$ cat src/rtl/if_stage_pkg.sv
// Shared types for the instruction-fetch stage: FSM state encoding,
// next-PC select codes and the PC increment.
package if_stage_pkg;

  // Fetch FSM states
  typedef enum logic [1:0] {
    IF_FETCH = 2'd0,
    IF_WAIT  = 2'd1,
    IF_DROP  = 2'd2
  } if_state_e;

  // Next-PC selection for the PC register
  typedef enum logic [1:0] {
    PC_HOLD  = 2'd0,
    PC_INC4  = 2'd1,
    PC_REDIR = 2'd2
  } pc_sel_e;

  // Fixed instruction stride in bytes
  localparam int PC_INC = 4;

endpackage

$ cat src/rtl/if_stage_pc_reg.sv
// PC register with hold / +4 / redirect next-PC mux. Redirect targets are
// forced word-aligned. Also exports pc + 4 so the fetch stage can reuse it.
module if_stage_pc_reg
  import if_stage_pkg::*;
#(
  parameter int              WORD     = 64,
  parameter logic [WORD-1:0] RESET_PC = '0
) (
  input  logic            clk,
  input  logic            rst,
  input  pc_sel_e         sel,
  input  logic [WORD-1:0] target,
  output logic [WORD-1:0] pc,
  output logic [WORD-1:0] pc_plus4
);

  logic [WORD-1:0] pc_reg;
  logic [WORD-1:0] pc_next;

  // Sequential increment wraps naturally modulo 2^WORD
  assign pc_plus4 = pc_reg + WORD'(PC_INC);
  assign pc       = pc_reg;

  // Select the next PC; redirect clears the two low address bits
  always_comb begin
    pc_next = pc_reg;
    case (sel)
      PC_INC4:  pc_next = pc_plus4;
      PC_REDIR: pc_next = {target[WORD-1:2], 2'b00};
      default:  pc_next = pc_reg;
    endcase
  end

  // PC state register
  always_ff @(posedge clk or posedge rst) begin
    if (rst) begin
      pc_reg <= RESET_PC;
    end else begin
      pc_reg <= pc_next;
    end
  end

endmodule

$ cat src/rtl/if_stage.sv
// Instruction-fetch stage: one outstanding imem request at a time, a
// single-entry IF/ID buffer with valid/ready toward ID, and branch redirect
// that discards any fetch already in flight.
module if_stage
  import if_stage_pkg::*;
#(
  parameter int              WORD      = 64,
  parameter int              INST_SIZE = 32,
  parameter logic [WORD-1:0] RESET_PC  = '0
) (
  input  logic                 clk,
  input  logic                 rst,
  input  logic                 br_taken,
  input  logic [WORD-1:0]      br_target,
  output logic                 imem_req,
  output logic [WORD-1:0]      imem_addr,
  input  logic                 imem_rvalid,
  input  logic [INST_SIZE-1:0] imem_rdata,
  input  logic                 id_ready,
  output logic                 if_valid,
  output logic [INST_SIZE-1:0] if_inst,
  output logic [WORD-1:0]      if_pc,
  output logic [WORD-1:0]      if_pc_plus4
);

  if_state_e            state_reg;
  if_state_e            state_next;
  pc_sel_e              pc_sel;
  logic [WORD-1:0]      pc;
  logic [WORD-1:0]      pc_plus4;
  logic                 slot_free;
  logic                 capture;
  logic                 if_valid_reg;
  logic                 if_valid_next;
  logic [INST_SIZE-1:0] if_inst_reg;
  logic [WORD-1:0]      if_pc_reg;
  logic [WORD-1:0]      if_pc_plus4_reg;

  if_stage_pc_reg #(
    .WORD     (WORD),
    .RESET_PC (RESET_PC)
  ) u_pc_reg (
    .clk      (clk),
    .rst      (rst),
    .sel      (pc_sel),
    .target   (br_target),
    .pc       (pc),
    .pc_plus4 (pc_plus4)
  );

  // Next-state, request and PC-select decode; redirect beats everything else
  always_comb begin
    state_next = state_reg;
    pc_sel     = PC_HOLD;
    imem_req   = 1'b0;
    capture    = 1'b0;
    slot_free  = !if_valid_reg || id_ready;
    case (state_reg)
      IF_FETCH: begin
        if (br_taken) begin
          pc_sel = PC_REDIR;
        end else if (slot_free && !rst) begin
          // rst gating keeps the request low while reset is held
          imem_req   = 1'b1;
          state_next = IF_WAIT;
        end
      end
      IF_WAIT: begin
        if (br_taken) begin
          pc_sel     = PC_REDIR;
          state_next = imem_rvalid ? IF_FETCH : IF_DROP;
        end else if (imem_rvalid) begin
          capture    = 1'b1;
          pc_sel     = PC_INC4;
          state_next = IF_FETCH;
        end
      end
      IF_DROP: begin
        if (br_taken) begin
          pc_sel = PC_REDIR;
        end
        if (imem_rvalid) begin
          state_next = IF_FETCH;
        end
      end
      default: state_next = IF_FETCH;
    endcase
  end

  // Address bus is driven only alongside a request
  assign imem_addr = imem_req ? pc : '0;

  // Buffer valid: flush on redirect, set on capture, clear on consume
  always_comb begin
    if_valid_next = if_valid_reg;
    if (br_taken) begin
      if_valid_next = 1'b0;
    end else if (capture) begin
      if_valid_next = 1'b1;
    end else if (if_valid_reg && id_ready) begin
      if_valid_next = 1'b0;
    end
  end

  // FSM state and buffer-valid registers
  always_ff @(posedge clk or posedge rst) begin
    if (rst) begin
      state_reg    <= IF_FETCH;
      if_valid_reg <= 1'b0;
    end else begin
      state_reg    <= state_next;
      if_valid_reg <= if_valid_next;
    end
  end

  // Buffer payload only changes on capture, so it holds while ID stalls
  always_ff @(posedge clk or posedge rst) begin
    if (rst) begin
      if_inst_reg     <= '0;
      if_pc_reg       <= '0;
      if_pc_plus4_reg <= '0;
    end else if (capture) begin
      if_inst_reg     <= imem_rdata;
      if_pc_reg       <= pc;
      if_pc_plus4_reg <= pc_plus4;
    end
  end

  assign if_valid    = if_valid_reg;
  assign if_inst     = if_inst_reg;
  assign if_pc       = if_pc_reg;
  assign if_pc_plus4 = if_pc_plus4_reg;

  // A request is only issued once the slot frees, so a response never
  // lands on an occupied buffer
  assert property (@(posedge clk) disable iff (rst)
    (state_reg == IF_WAIT && imem_rvalid) |-> !if_valid_reg);

endmodule
$ cat config.mk
export PLATFORM = sky130hd
export DESIGN_NAME = if_stage
export DESIGN_NICKNAME = d
export VERILOG_FILES = /design/src/rtl/if_stage_pkg.sv /design/src/rtl/if_stage_pc_reg.sv /design/src/rtl/if_stage.sv
export SDC_FILE = /design/constraint.sdc
export NUM_CORES = 1
export LEC_CHECK = 0
export ABC_AREA = 1
export CORE_ASPECT_RATIO = 2
export CORE_MARGIN = 5
export CORE_UTILIZATION = 41
export DETAILED_ROUTE_END_ITERATION = 8
export PLACE_DENSITY = 0.82
export REMOVE_ABC_BUFFERS = 1
export SETUP_SLACK_MARGIN = 0.15
export SLEW_MARGIN = 20
export SYNTH_ARGS = -nofsm -noshare
export SYNTH_HDL_FRONTEND = slang
export SYNTH_HIERARCHICAL = 1
export SYNTH_SLANG_ARGS = --single-unit
$ cat constraint.sdc
create_clock -name clk -period 10 [get_ports clk]
set_clock_uncertainty 0.05 [all_clocks]
set_input_delay 1 -clock clk [delete_from_list [all_inputs] [get_ports clk]]
set_output_delay 1 -clock clk [all_outputs]
set_load 0.02 [all_outputs]
Word level (Yosys, flattened, before mapping). Cells that the tools add are included.

Output and inout bits: 226. Memory bits (read-only): 0. Memories: 0. Bits in latches: 0. Register bits after elaboration: 227. Bits in writable memories: 0. Input port bits: 101. Word-level logic and storage cells: 44.

Mux-type cells: 21. Bitwise operators: 0. Equality and inequality tests: 6. Shift operators: 0. Add/sub/neg operators: 1. Multiply operators: 0. Reductions and logical operators: 10. Order comparisons: 0. Divide/modulo/power cells: 0.

Operator list (number): $pmux W64 S2 (1); $add A64 B3 Y64 const B (1); $mux W64 (1); $mux W2 (7); $mux W1 (10); $pmux W2 S3 (1); $eq A2 B1 Y1 const B (2); $eq A2 B2 Y1 const B (2); $ne A2 B2 Y1 const B (2); $pmux W2 S2 (1); $reduce_bool A3 Y1 (1); $logic_and A1 B1 Y1 (2); $logic_not A1 Y1 (2); $logic_not A2 Y1 (1); $reduce_and A2 Y1 (1); $reduce_bool A2 Y1 (1); $reduce_or A2 Y1 (1); $logic_or A1 B1 Y1 (1).

Longest topological paths before layout.
Depth in word-level cells: 7. Depth in mapped cells: 15.

Cells and area by module. Netlist, hierarchy kept.

Modules (own cells, without submodules): if_stage (area an instance 6946.7 um^2, cells each 850, instances 1); if_stage_pc_reg (area an instance 5138.7 um^2, cells each 882, instances 1).

Worst setup path before layout. Ideal clock, no wire load.

Kind: input to output. Start: input br_taken. End: output imem_addr[55]. Cell stages on the path: 5. Arrival: 1.806 ns. Path slack: 7.144 ns. Path buffers: 2. Data required time: 8.950 ns. Cell sequence: nor2_1 nand3_1 buf_2 buf_2 nor2_1.

Longest elaborated chain between the ends: 3.

Ends and longest elaborated chain: start: declaration (line if_stage.sv:13) `input logic br_taken,`; $mux W1 (line if_stage.sv:60) `if (br_taken) begin`; $mux W1 (line if_stage.sv:58) `case (state_reg)`; $mux W64 (line if_stage.sv:91) `assign imem_addr = imem_req ? pc : '0;`; end: declaration (line if_stage.sv:16) `output logic [WORD-1:0] imem_addr,`.

No other way between the ends.

Final worst setup path.
Start: input imem_rvalid. End: register u_pc_reg.pc_reg[29] (netlist: u_pc_reg/pc[29]).

Longest elaborated chain between the ends: 5. Elaborated cells on any way between the ends: 7. Classes of those cells: eq/ne (2); mux (4); reduce/logical (1).

Ends and longest elaborated chain: start: declaration (line if_stage.sv:17) `input logic imem_rvalid,`; $mux W1 (*) (line if_stage.sv:72) `end else if (imem_rvalid) begin`; $mux W2 (*) (line if_stage.sv:69) `if (br_taken) begin`; $pmux W2 S2 (*) (line if_stage.sv:58); $eq A2 B2 Y1 / $eq A2 B1 Y1 (equally long branches) (line if_stage_pc_reg.sv:27) `case (sel)`; $pmux W64 S2 / $reduce_bool A2 Y1 (equally long branches); end signal: assignment (line if_stage_pc_reg.sv:39) `pc_reg <= pc_next;`; end: declaration (line if_stage_pc_reg.sv:17) `logic [WORD-1:0] pc_reg;`.

Mark *: on every way between the ends. The rest lies on a longest branch, timed or not. A chain may end at the register's enable or synchronous reset.

==> impl_metrics.tcl <==
set metrics [dict create \
    avgSynthCellArea_um2 6.978 \
    crit_end "u_pc_reg/pc[29]" \
    cts_resized 0 \
    ctsHtreeMaxLevel 1 \
    p_per_area_mw_per_mm2 231.4 \
    grt_pass1_vias 11758 \
    clock_sink_count 225 \
    pin_count 327 \
    synth_top_cell_area_share 0.4659 \
    combPwrFrac 0.387 \
    end_kind "register" \
    p_int_mw 2.309 \
    synth_area_mm2 0.01209 \
    crit_arrival_ns 5.17 \
    fp.dieW_um 131.4 \
    p_leak_nw 8.064 \
    syn_inst 1732 \
    ff2ff_setup_slack_ns 5.74 \
    place_congestion 0.8974 \
    viasPerCell 5.111 \
    clockBufferDepth 3 \
    start_util 0.4127 \
    vdd_drop_max_uv 187.5 \
    whs_ns 0.4189 \
    drt_iter0_markers 1133 \
    clk_latency_ns 0.52 \
    ys_seq_area_frac 0.4659 \
    die_h_um 252.8 \
    worstPathMaxFanout 162 \
    std_cell_rows 89 \
    overflow 0 \
    switchingPower_mw 1.441 \
    place_inst 2340 \
    p_seq_frac 0.382 \
    path_clk_slew_ns 0.06 \
    rsz0062_at_grt "false" \
    yosysWarningCount 6 \
    outcome "completed" \
    post-cts-setup-buffer-count 0 \
    crit_required_ns 10.41 \
    synthDistinctLibCells 31 \
    regToRegStartpoint "state_reg[0]" \
    critPathLaunch "imem_rvalid" \
    pwr-share-clk 0.230 \
    clockRootBuffer "clkbuf_16" \
    cts-buffers-inserted 23 \
    grt_max_degree 163 \
    nNetsFinal 2104 \
    synth_seq_cells 225 \
    dpl.hpwl_mm 29.46 \
    r2r_end "u_pc_reg/pc[29]" \
    cap_violations 0 \
    r2r_cells 11 \
    hold_depth 2 \
    timing.slew.headroom 0.2548 \
    synth_top_area_cell "dfrtp_1" \
    worst_setup_path_start_kind "primary input" \
    antenna_found_initial 1 \
    syn2layout_area_growth_pct 34.08 \
    setup_viol 0 \
    tightest_slew_ns 1.118 \
    die_area_mm2 0.03322 \
    drtAntennaViolNets 0 \
    max_freq_mhz 210.1 \
    wl_mm 42.58 \
    period_needed_ns 4.760 \
    track_usage 0.2479 \
    synthTopCellsByArea "dfrtp_1, nand2_1, nand3_1, nor2_1, inv_1" \
    core-area_mm2 0.02929 \
    final_max_slew_viol_count 0 \
    grt_pass1_wl_mm 67.06 \
    wl_per_cell_um 17.87 \
    port_buffers 322 \
    cts_tree "yes" \
    finalCritPeriodShare 0.4760 \
    cts-hold-fix-buffers 0 \
    holdCritPathClass "register to register" \
    drcViolationCount 0 \
    critical_path_class "primary input to register" \
    final_cells 2383 \
    via_count 12179 \
    finalSetupTns_ns 0 \
    first_pass_iters 5 \
    drive_above_1_share 0.03867 \
    swShare 0.3843 \
    hold_viol 0 \
]
how the worst min path moves through the flow:
stage,startpoint,end,slack (ns)
after floorplan,u_pc_reg/pc[63],u_pc_reg/pc[63],0.46
after global placement,if_inst[22],if_inst[22],0.40
after detailed placement,if_pc[10],if_pc[10],0.41
after CTS,if_pc[38],if_pc[38],0.42
after global routing,if_pc[38],if_pc[38],0.43
final,if_pc[21],if_pc[21],0.42
stage by stage:
step	setup WS, ns	utilization	area, um2	total power, mW
after global placement	4.694	0.5279	15460	2.866
after floorplan	2.241	-	11680	2.140
final	5.240	0.5533	16200	3.750
after CTS	5.185	0.5530	16200	3.778
after global routing	4.870	0.5532	16200	3.964
after detailed placement	4.641	0.5279	15460	2.899
final cells by class:
type / instances / area [um2]
Antenna cell: 2 / 5.005
Tap cell: 364 / 455.4
Multi-Input combinational cell: 1264 / 5497
Sequential cell: 225 / 5630
Inverter: 158 / 605.6
Clock buffer: 34 / 666.9
Timing Repair Buffer: 329 / 3276
Clock inverter: 7 / 68.82
Fill cell: 2739 / 13080
cell families (layout without fill, tap and decap cells):
group | after synthesis | in the layout | synth area share
AOI/OAI and AO/OA | 85 | 85 | 0.03737
xor gates and xnor gates | 31 | 31 | 0.02433
adders and majority gates | 2 | 2 | 0.002070
buffers and inverters | 246 | 528 | 0.08345
DFF | 225 | 225 | 0.4659
other | 1 | 6 | 0.0003103
and+or+nand+nor | 1142 | 1142 | 0.3866
critical path: stages:
cell	delay, ns
clkdlybuf4s50_1	0.47
nand2_1	0.11
inv_6	0.47
nand2_8	0.67
inv_1	0.20
inv_1	0.09
ha_4	0.30
inv_2	0.67
buf_4	0.57
o21ai_0	0.16
o21bai_1	0.23
nand2_1	0.07
power by group through the flow:
stage          registers (mW)  logic [mW]  clock network [mW]
2_1_floorplan            1.68       0.464                   0
3_3_place_gp             1.43        1.44                   0
3_5_place_dp             1.44        1.46                   0
4_1_cts                  1.43        1.46               0.882
5_1_grt                  1.47        1.58               0.916
6_report                 1.43        1.45               0.864
routing by layer:
| metal | vias to the layer above | track usage | routed length, um | share of wire |
|---|---|---|---|---|
| met2 | 560 | 0.3995 | 19890 | 0.47 |
| li1 | 5880 | - | - | - |
| met5 | - | 0 | 0 | 0 |
| met1 | 5675 | 0.3219 | 17140 | 0.40 |
| met4 | 0 | 0.07944 | 1350 | 0.032 |
| met3 | 64 | 0.07356 | 4194 | 0.098 |
Yosys cell counts, drive strengths merged:
master  number
o21ai       52
nand3b       3
buf         44
dfrtp      225
nor2       275
nand2      647
nand4        7
nand3      210
inv        158
clkbuf      44
o21bai       4
conb         1
a21oi       25
o22ai        4
xnor2        9
ha           2
xor2        22
placed cells by master, fill, tap and decap left out, drive strengths merged, types with 7 or more instances in the layout:
master	netlist	final
a21oi	25	25
buf	44	7
clkbuf	44	34
clkdlybuf4s50	0	322
dfrtp	225	225
inv	158	158
nand2	647	647
nand3	210	210
nand4	7	7
nor2	275	275
o21ai	52	52
xnor2	9	9
xor2	22	22
Note: power is estimated with default switching activity, not from simulation.
